### config.mk
export PLATFORM = sky130hd
export DESIGN_NAME = cache_ctrl
export DESIGN_NICKNAME = d
export VERILOG_FILES = /design/src/rtl/cache_pkg.sv /design/src/rtl/cache_refill.sv /design/src/rtl/cache_ctrl.sv
export SDC_FILE = /design/constraint.sdc
export NUM_CORES = 1
export LEC_CHECK = 0
export ABC_AREA = 1
export CAP_MARGIN = 10
export CORE_UTILIZATION = 40
export CTS_CLUSTER_SIZE = 8
export DETAILED_ROUTE_END_ITERATION = 6
export GPL_ROUTABILITY_DRIVEN = 0
export PLACE_DENSITY_LB_ADDON = 0.08
export SLEW_MARGIN = 20
export SYNTH_ARGS = -nofsm -noshare
export SYNTH_HDL_FRONTEND = slang
export SYNTH_HIERARCHICAL = 1
export SYNTH_SLANG_ARGS = --single-unit
### constraint.sdc
create_clock -name clk -period 6.2 [get_ports clk]
set_input_delay 1.24 -clock clk [delete_from_list [all_inputs] [get_ports clk]]
set_output_delay 1.24 -clock clk [all_outputs]
set_load 0.05 [all_outputs]
### src/rtl/cache_pkg.sv
// Shared types and geometry for the 2-way read-only cache controller.
package cache_pkg;

    localparam int ADDR_W   = 32;
    localparam int WORD_W   = 32;
    localparam int TAG_W    = 22;
    localparam int SET_W    = 6;
    localparam int WAYS     = 2;
    localparam int WAY_W    = 1;
    localparam int LINE_W   = 128;
    localparam int WORDS    = 4;
    localparam int BEAT_W   = 2;
    localparam int BE_W     = LINE_W / 8;
    localparam int NUM_SETS = 1 << SET_W;
    // Flush walks every {set,way} pair once.
    localparam int FLUSH_W  = SET_W + WAY_W;

    // Address field boundaries: tag[31:10], set[9:4], word[3:2].
    localparam int TAG_LSB  = 10;
    localparam int SET_LSB  = 4;
    localparam int WORD_LSB = 2;

    typedef enum logic [2:0] {
        S_FLUSH,
        S_IDLE,
        S_TAG0,
        S_TAG1,
        S_REFILL,
        S_WRITE,
        S_RESP
    } state_e;

    // Pick one 32-bit word out of a cache line.
    function automatic logic [WORD_W-1:0] word_sel(input logic [LINE_W-1:0] line,
                                                   input logic [BEAT_W-1:0] idx);
        return line[WORD_W*idx +: WORD_W];
    endfunction

endpackage

### src/rtl/cache_refill.sv
// Refill word collector: issues the four beat requests of a line in
// ascending order and assembles the in-order responses into a line.
module cache_refill
    import cache_pkg::*;
(
    input  logic              clk,
    input  logic              rst_n,
    input  logic              active_i,
    input  logic [TAG_W-1:0]  tag_i,
    input  logic [SET_W-1:0]  set_i,
    output logic              mem_req_o,
    output logic [ADDR_W-1:0] mem_addr_o,
    input  logic              mem_gnt_i,
    input  logic              mem_rvalid_i,
    input  logic [WORD_W-1:0] mem_rdata_i,
    output logic [LINE_W-1:0] line_o,
    output logic              done_o
);

    // Counters are one bit wider than a beat index so "all four done" is bit 2.
    logic [BEAT_W:0]                req_cnt_q, req_cnt_d;
    logic [BEAT_W:0]                rsp_cnt_q, rsp_cnt_d;
    logic [WORDS-1:0][WORD_W-1:0]   line_q, line_d;
    logic                           beat_ok;

    assign mem_req_o  = active_i && !req_cnt_q[BEAT_W];
    assign mem_addr_o = mem_req_o ? {tag_i, set_i, req_cnt_q[BEAT_W-1:0], 2'b00} : '0;
    // Responses only count while a refill is in progress.
    assign beat_ok    = active_i && mem_rvalid_i && !rsp_cnt_q[BEAT_W];
    assign done_o     = beat_ok && (rsp_cnt_q[BEAT_W-1:0] == 2'd3);
    assign line_o     = line_q;

    // Beat counters restart whenever no refill is running; responses land in arrival order.
    always_comb begin
        req_cnt_d = '0;
        rsp_cnt_d = '0;
        line_d    = line_q;
        if (active_i) begin
            req_cnt_d = req_cnt_q + {2'b00, (mem_req_o && mem_gnt_i)};
            rsp_cnt_d = rsp_cnt_q + {2'b00, beat_ok};
        end
        if (beat_ok) line_d[rsp_cnt_q[BEAT_W-1:0]] = mem_rdata_i;
    end

    // Collector state registers.
    always_ff @(posedge clk or negedge rst_n) begin
        if (!rst_n) begin
            req_cnt_q <= '0;
            rsp_cnt_q <= '0;
            line_q    <= '0;
        end else begin
            req_cnt_q <= req_cnt_d;
            rsp_cnt_q <= rsp_cnt_d;
            line_q    <= line_d;
        end
    end

endmodule

### src/rtl/cache_ctrl.sv
// 2-way set-associative read-only cache controller: tag lookup over an
// external synchronous cache memory, line refill and full invalidate.
module cache_ctrl
    import cache_pkg::*;
#(
    parameter bit FLUSH_ON_RESET = 1'b1
) (
    input  logic              clk,
    input  logic              rst_n,
    // core side
    input  logic              core_req_i,
    input  logic [ADDR_W-1:0] core_addr_i,
    output logic              core_gnt_o,
    output logic              core_rvalid_o,
    output logic [WORD_W-1:0] core_rdata_o,
    // refill side
    output logic              mem_req_o,
    output logic [ADDR_W-1:0] mem_addr_o,
    input  logic              mem_gnt_i,
    input  logic              mem_rvalid_i,
    input  logic [WORD_W-1:0] mem_rdata_i,
    // control
    input  logic              flush_i,
    output logic              busy_o,
    // cache memory
    output logic [SET_W-1:0]  cm_set_o,
    output logic [WAY_W-1:0]  cm_way_o,
    output logic              cm_enable_o,
    output logic              cm_write_enable_o,
    output logic              cm_val_write_enable_o,
    output logic              cm_line_valid_o,
    output logic [TAG_W-1:0]  cm_line_tag_o,
    output logic [LINE_W-1:0] cm_line_o,
    output logic [BE_W-1:0]   cm_line_be_o,
    input  logic [WAYS-1:0]   cm_valid_i,
    input  logic [TAG_W-1:0]  cm_tag_i,
    input  logic [LINE_W-1:0] cm_line_i
);

    localparam state_e RST_STATE = FLUSH_ON_RESET ? S_FLUSH : S_IDLE;

    state_e                     state_q, state_d;
    logic [ADDR_W-1:WORD_LSB]   addr_q, addr_d;
    logic [WORD_W-1:0]          rdata_q, rdata_d;
    logic [WAY_W-1:0]           victim_q, victim_d;
    logic [NUM_SETS-1:0]        repl_q, repl_d;
    logic [FLUSH_W-1:0]         flush_cnt_q, flush_cnt_d;

    logic [TAG_W-1:0]           req_tag;
    logic [SET_W-1:0]           req_set;
    logic [BEAT_W-1:0]          req_word;
    logic                       grant, hit0, hit1;
    logic [WAY_W-1:0]           victim_sel;
    logic                       refill_req, refill_done;
    logic [ADDR_W-1:0]          refill_addr;
    logic [LINE_W-1:0]          refill_line;
    logic                       unused_addr_bits;

    // Byte offset is irrelevant for word access.
    assign unused_addr_bits = ^core_addr_i[WORD_LSB-1:0];

    assign req_tag  = addr_q[ADDR_W-1:TAG_LSB];
    assign req_set  = addr_q[TAG_LSB-1:SET_LSB];
    assign req_word = addr_q[SET_LSB-1:WORD_LSB];

    // A flush request wins over a core request in the same cycle.
    assign grant = (state_q == S_IDLE) && core_req_i && !flush_i;
    // Way0 data arrives in TAG0, way1 data in TAG1; valid bits cover both ways.
    assign hit0  = cm_valid_i[0] && (cm_tag_i == req_tag);
    assign hit1  = cm_valid_i[1] && (cm_tag_i == req_tag);
    // Fill the lowest empty way first, otherwise follow the set's replacement bit.
    assign victim_sel = !cm_valid_i[0] ? 1'b0 :
                        !cm_valid_i[1] ? 1'b1 : repl_q[req_set];

    cache_refill u_refill (
        .clk          (clk),
        .rst_n        (rst_n),
        .active_i     (state_q == S_REFILL),
        .tag_i        (req_tag),
        .set_i        (req_set),
        .mem_req_o    (refill_req),
        .mem_addr_o   (refill_addr),
        .mem_gnt_i    (mem_gnt_i),
        .mem_rvalid_i (mem_rvalid_i),
        .mem_rdata_i  (mem_rdata_i),
        .line_o       (refill_line),
        .done_o       (refill_done)
    );

    // State register.
    always_ff @(posedge clk or negedge rst_n) begin
        if (!rst_n) state_q <= RST_STATE;
        else        state_q <= state_d;
    end

    // Next-state logic.
    always_comb begin
        state_d = state_q;
        unique case (state_q)
            S_FLUSH:  if (flush_cnt_q == '1) state_d = S_IDLE;
            S_IDLE:   if (flush_i) state_d = S_FLUSH;
                      else if (core_req_i) state_d = S_TAG0;
            S_TAG0:   state_d = hit0 ? S_RESP : S_TAG1;
            S_TAG1:   state_d = hit1 ? S_RESP : S_REFILL;
            S_REFILL: if (refill_done) state_d = S_WRITE;
            S_WRITE:  state_d = S_RESP;
            S_RESP:   state_d = S_IDLE;
            default:  state_d = S_IDLE;
        endcase
    end

    // Outputs per state; everything is held at zero while reset is asserted.
    always_comb begin
        core_gnt_o            = 1'b0;
        core_rvalid_o         = 1'b0;
        core_rdata_o          = '0;
        mem_req_o             = 1'b0;
        mem_addr_o            = '0;
        busy_o                = 1'b0;
        cm_set_o              = '0;
        cm_way_o              = '0;
        cm_enable_o           = 1'b0;
        cm_write_enable_o     = 1'b0;
        cm_val_write_enable_o = 1'b0;
        cm_line_valid_o       = 1'b0;
        cm_line_tag_o         = '0;
        cm_line_o             = '0;
        cm_line_be_o          = '0;
        if (rst_n) begin
            unique case (state_q)
                S_FLUSH: begin
                    busy_o                = 1'b1;
                    cm_enable_o           = 1'b1;
                    cm_val_write_enable_o = 1'b1;
                    cm_set_o              = flush_cnt_q[FLUSH_W-1:WAY_W];
                    cm_way_o              = flush_cnt_q[WAY_W-1:0];
                end
                S_IDLE: begin
                    if (grant) begin
                        core_gnt_o  = 1'b1;
                        cm_enable_o = 1'b1;
                        cm_set_o    = core_addr_i[TAG_LSB-1:SET_LSB];
                    end
                end
                S_TAG0: begin
                    busy_o = 1'b1;
                    if (!hit0) begin
                        cm_enable_o = 1'b1;
                        cm_set_o    = req_set;
                        cm_way_o    = 1'b1;
                    end
                end
                S_TAG1: busy_o = 1'b1;
                S_REFILL: begin
                    busy_o     = 1'b1;
                    mem_req_o  = refill_req;
                    mem_addr_o = refill_addr;
                end
                S_WRITE: begin
                    busy_o                = 1'b1;
                    cm_enable_o           = 1'b1;
                    cm_write_enable_o     = 1'b1;
                    cm_val_write_enable_o = 1'b1;
                    cm_line_valid_o       = 1'b1;
                    cm_line_be_o          = '1;
                    cm_set_o              = req_set;
                    cm_way_o              = victim_q;
                    cm_line_tag_o         = req_tag;
                    cm_line_o             = refill_line;
                end
                S_RESP: begin
                    busy_o        = 1'b1;
                    core_rvalid_o = 1'b1;
                    core_rdata_o  = rdata_q;
                end
                default: ;
            endcase
        end
    end

    // Datapath next-state: request address, response word, victim and replacement bits.
    always_comb begin
        addr_d      = addr_q;
        rdata_d     = rdata_q;
        victim_d    = victim_q;
        repl_d      = repl_q;
        flush_cnt_d = (state_q == S_FLUSH) ? flush_cnt_q + 1'b1 : '0;
        if (grant) addr_d = core_addr_i[ADDR_W-1:WORD_LSB];
        unique case (state_q)
            S_FLUSH: repl_d = '0;
            S_TAG0: begin
                if (hit0) begin
                    rdata_d         = word_sel(cm_line_i, req_word);
                    repl_d[req_set] = 1'b1;
                end
            end
            S_TAG1: begin
                if (hit1) begin
                    rdata_d         = word_sel(cm_line_i, req_word);
                    repl_d[req_set] = 1'b0;
                end else begin
                    victim_d = victim_sel;
                end
            end
            S_WRITE: begin
                rdata_d         = word_sel(refill_line, req_word);
                repl_d[req_set] = ~victim_q;
            end
            default: ;
        endcase
    end

    // Datapath registers.
    always_ff @(posedge clk or negedge rst_n) begin
        if (!rst_n) begin
            addr_q      <= '0;
            rdata_q     <= '0;
            victim_q    <= '0;
            repl_q      <= '0;
            flush_cnt_q <= '0;
        end else begin
            addr_q      <= addr_d;
            rdata_q     <= rdata_d;
            victim_q    <= victim_d;
            repl_q      <= repl_d;
            flush_cnt_q <= flush_cnt_d;
        end
    end

endmodule
# Word level (Yosys, flattened, before mapping)
# Index checks and enable logic that the tools add are counted.
# totals
register_bits,271
in_bits,222
out_inout_bits,245
elab_cells,122
# classes
add_sub_neg,3
n_lt_le_gt_ge,4
n_eq_ne,14
shifts,2
muxes,59
bitwise,5
n_reduce_logical,23
# op_table
op,n
$mux W128,2
$mux W32,8
$pmux W64 S4,1
$shiftx A128 B8 Y32,2
$bwmux W128,1
$mux W64,2
$pmux W32 S3,1
$and A64 B64 Y64,1
$bwmux W64,1
$demux W32 S2,1
$not A64 Y64,1
$or A64 B64 Y64,1
$mux W22,2
$mux W16,2
$pmux W6 S4,1
$eq A22 B22 Y1,1
$mux W3,7
$mux W1,20
$mux W6,3
$pmux W3 S6,1
$logic_and A1 B1 Y1,11
$eq A3 B3 Y1 const B,3
$reduce_and A3 Y1,3
$ne A2 B2 Y1 const B,4
24 further kinds,30

# Logic depth before layout (Yosys ltp)
# logic_depth
ltp_word,8
depth_mapped,14
ltp_nobuf,13

# Hierarchy
# The synthesis kept the hierarchy.
# by_module_without_submodules
mod,n_inst,cells_per_inst,area_each_um2
cache_ctrl,1,2077,11750.0
cache_refill,1,658,5566.6

# Least setup slack after synthesis
# Ideal clock, no wire load.
# synth_path
path_type,input port to output port
start,in rst_n
end,out cm_line_tag_o[12]
arrival_ns,4.059
t_required_ns,4.960
path_slack_ns,0.901
stages,6
path_cell_list,clkbuf_1 > inv_1 > nor2_1 > inv_1 > buf_2 > nor2_1
# synth_between
elab_chain_len,1
# synth_lines
element,line,rtl
start: declaration,cache_ctrl.sv:9,"input logic rst_n,"
$mux W22,cache_ctrl.sv:129,if (rst_n) begin
end: declaration,cache_ctrl.sv:32,"output logic [TAG_W-1:0] cm_line_tag_o,"
# No other way between the ends.

# Worst setup path in the final report
# layout_path
start,in flush_i
end,out cm_set_o[4]
# layout_between
elab_chain_len,5
# layout_lines
element,line,rtl
start: declaration,cache_ctrl.sv:23,"input logic flush_i,"
$logic_not A1 Y1,cache_ctrl.sv:67,assign grant = (state_q == S_IDLE) && core_req_i && !flush_i;
$logic_and A1 B1 Y1,cache_ctrl.sv:67,
$mux W6,cache_ctrl.sv:139,if (grant) begin
$pmux W6 S4,cache_ctrl.sv:130,unique case (state_q)
$mux W6,cache_ctrl.sv:129,
end: declaration,cache_ctrl.sv:26,"output logic [SET_W-1:0] cm_set_o,"
# No other way between the ends.

==> run metrics <==
status finished, final reports clean; die width 210 um; Die Y 210 um; global route total overflow 0; Avg WL per Cell 18.4 um; depth of the worst register-to-register path 10; clock share of power 0.236; endpoints failing hold 0; critical path peak fanout 13; Setup TNS 0 ns; Ports 467; layout cells sized above 1 0.0535; Seq cells post-synth 271; reg2reg end repl_q[1]$_DFFE_PN0P_; Layout area overhead 34.0%; Via Count 19100; CP required 4.96 ns; crit-path cells clkdlybuf4s50_1 > nor2_1 > nand2_1 > clkinv_1 > a21boi_0 > nand3_1 > nand2_1 > inv_1 > clkdlybuf4s50_1; PortBufs 462; Placed Area 22100 um2; Synth cell types 39; Core Rows 75; Max-slew headroom 0.279; Syn Inst Count 2735; Synth area leader dfrtp_1; Finished Cell Area 23200 um2; Psw 3.85 mW; Critical Path Max Stage Delay 0.69 ns; Post-synth EDFFs 0; 1st-pass router iterations 6; Total GRT Usage 0.303; DP HPWL 46300 um; final-report max-slew violation count 0; Min-Delay Path Depth 2; first-pass GRT wire length 105000 um; critical setup path kind in2out; worst hold path type reg2reg; R2R setup slack 2.64 ns; Synth Area per Inst 6.33 um2; ys flop type dfrtp_1; most common cell in the synthesized netlist nand2_1; H-tree depth 2; Mapped Area 17300 um2; post-CTS resize count 0; Leak Pwr 11.5 nW; Yosys Warn Count 6; Max VDD drop 0.238 mV; Synth async-reset ratio 1.00; synth cell count leaders 1097 x nand2_1, 445 x nand3_1, 307 x nor2_1; top cell type's share of synthesized area 0.392; vias per cell 5.20; CTS tree built; clock buffer count from CTS 40; ranking of synthesized cells by area dfrtp_1 39%, nand2_1 24%, nand3_1 13%; DRT antenna net count 0; Flop pwr share 0.319; final setup fails 0; Clock Latency Late Sink 0.55 ns; slowest CP cell clkdlybuf4s50_1; CP Launch Type input port; die area 44100 um2; post-CTS setup buffer count 0; core area 42300 um2; f_max 195 MHz; Initial Utilization 0.409; switching share of power 0.460; fin util 0.548; hold_sp rdata_q[28]$_DFFE_PN0P_; minimum clock period 5.14 ns; critical path endpoint category output pin; clk slew on worst S/H paths 0.05 ns; Least-Margin Pin Slew 1.08 ns; nets 3304; Int Pwr 4.52 mW; final wirelength 67400 um; DRC 0; # hold bufs at CTS 0; antenna violations before repair 5; Final period util 0.829; DRT iter0 DRCs 1763; pwr dens 360 nW/um2; worst hold endpoint rdata_q[28]$_DFFE_PN0P_; Max Cap Viol 0; Comb pwr share 0.444; Max Buffers Root-to-Sink 3; CTS root buffer clkbuf_16; vias in the first global route 18400; reg-to-reg critical path startpoint state_q[1]$_DFFE_PN0P_; Arr. time, crit path 3.90 ns; register area share after synthesis 0.392; Num Clock Sinks 271; largest net degree at the start of global routing 100; RSZ-0062 raised after global routing no; final clock skew 0.0137 ns
==> logic make-up (layout without fill, tap and decap cells) <==
family          after synthesis  after routing  share of synthesized area
flops                       271            271                      0.392
other cells                   1              7                   0.000217
simple gates               1873           1873                      0.446
xor+xnor                      9              9                    0.00455
buf+inv                     394            740                     0.0989
fa+ha+maj                     5              5                    0.00361
compound gates              182            182                     0.0553
==> sequential cells by signal (all words and copies together), names as in the netlist <==
register,count
victim_q,1
repl_q,64
u_refill/req_cnt_q,3
flush_cnt_q,7
state_q,3
addr_q,30
rdata_q,32
u_refill/line_o,128
u_refill/rsp_cnt_q,3
==> layout by cell type (no fill, tap or decap), types with 6 or more instances in the layout <==
cell type        instances
a21oi_1                 27
buf_12                  17
buf_4                   51
clkbuf_16               41
clkdlybuf4s50_1        427
dfrtp_1                270
inv_1                  167
inv_2                   24
nand2_1               1097
nand3_1                445
nor2_1                 303
nor2_2                   6
nor3_2                   7
o21ai_0                119
o21ai_1                 18
==> per-layer routing <==
| metal | global-route usage | vias up | routed length, um |
|---|---|---|---|
| met2 | 0.490 | 785 | 31500 |
| met1 | 0.404 | 8941 | 28300 |
| met3 | 0.0584 | 131 | 5480 |
| li1 | - | 9210 | - |
| met4 | 0.110 | 0 | 2040 |
| met5 | 0 | - | 0 |
==> final cells by class <==
| type | instances | area, um2 |
|---|---|---|
| fill | 4202 | 19100 |
| clock buffer | 44 | 1050 |
| antenna | 5 | 12.5 |
| tap | 577 | 722 |
| inverter | 195 | 737 |
| multi-input combinational | 2071 | 8850 |
| timing repair buffer | 498 | 5030 |
| clock inverter | 3 | 26.3 |
| sequential | 271 | 6780 |
==> worst max-delay path, delay by kind of cell <==
| kind | cells | cell delay [ns] |
|---|---|---|
| compound gates | 1 | 0.29 |
| simple gates | 4 | 0.67 |
| buf+inv | 4 | 1.69 |
==> worst max path at each step <==
| stage | start | cells after the start | to | slack (ns) |
|---|---|---|---|---|
| floorplan | rst_n | 6 | cm_line_tag_o[12] | 0.90 |
| global placement | cm_tag_i[7] | 11 | cm_way_o | 1.10 |
| detailed placement | flush_i | 9 | cm_set_o[4] | 1.06 |
| CTS | flush_i | 9 | cm_set_o[4] | 1.05 |
| global route | flush_i | 9 | cm_set_o[4] | 0.84 |
| finish | flush_i | 9 | cm_set_o[4] | 1.06 |
==> through the flow <==
step | total power, mW | std cells | setup slack [ns] | hold slack [ns]
2_1_floorplan | 5.17 | 2736 | 0.901 | 0.442
3_3_place_gp | 6.29 | 3612 | 1.10 | 0.454
3_5_place_dp | 6.35 | 3612 | 1.06 | 0.458
4_1_cts | 8.36 | 3659 | 1.05 | 0.469
5_1_grt | 8.90 | 3664 | 0.837 | 0.481
6_report | 8.36 | 3664 | 1.06 | 0.464
==> power by group through the flow <==
stage,sequential [mW],clock [mW],combinational (mW)
after floorplan,2.56,0,2.61
after global placement,2.66,0,3.63
after detailed placement,2.68,0,3.67
after CTS,2.66,2.02,3.69
after global routing,2.73,2.09,4.08
final,2.67,1.98,3.72
Power figures use the tool's default switching activity.
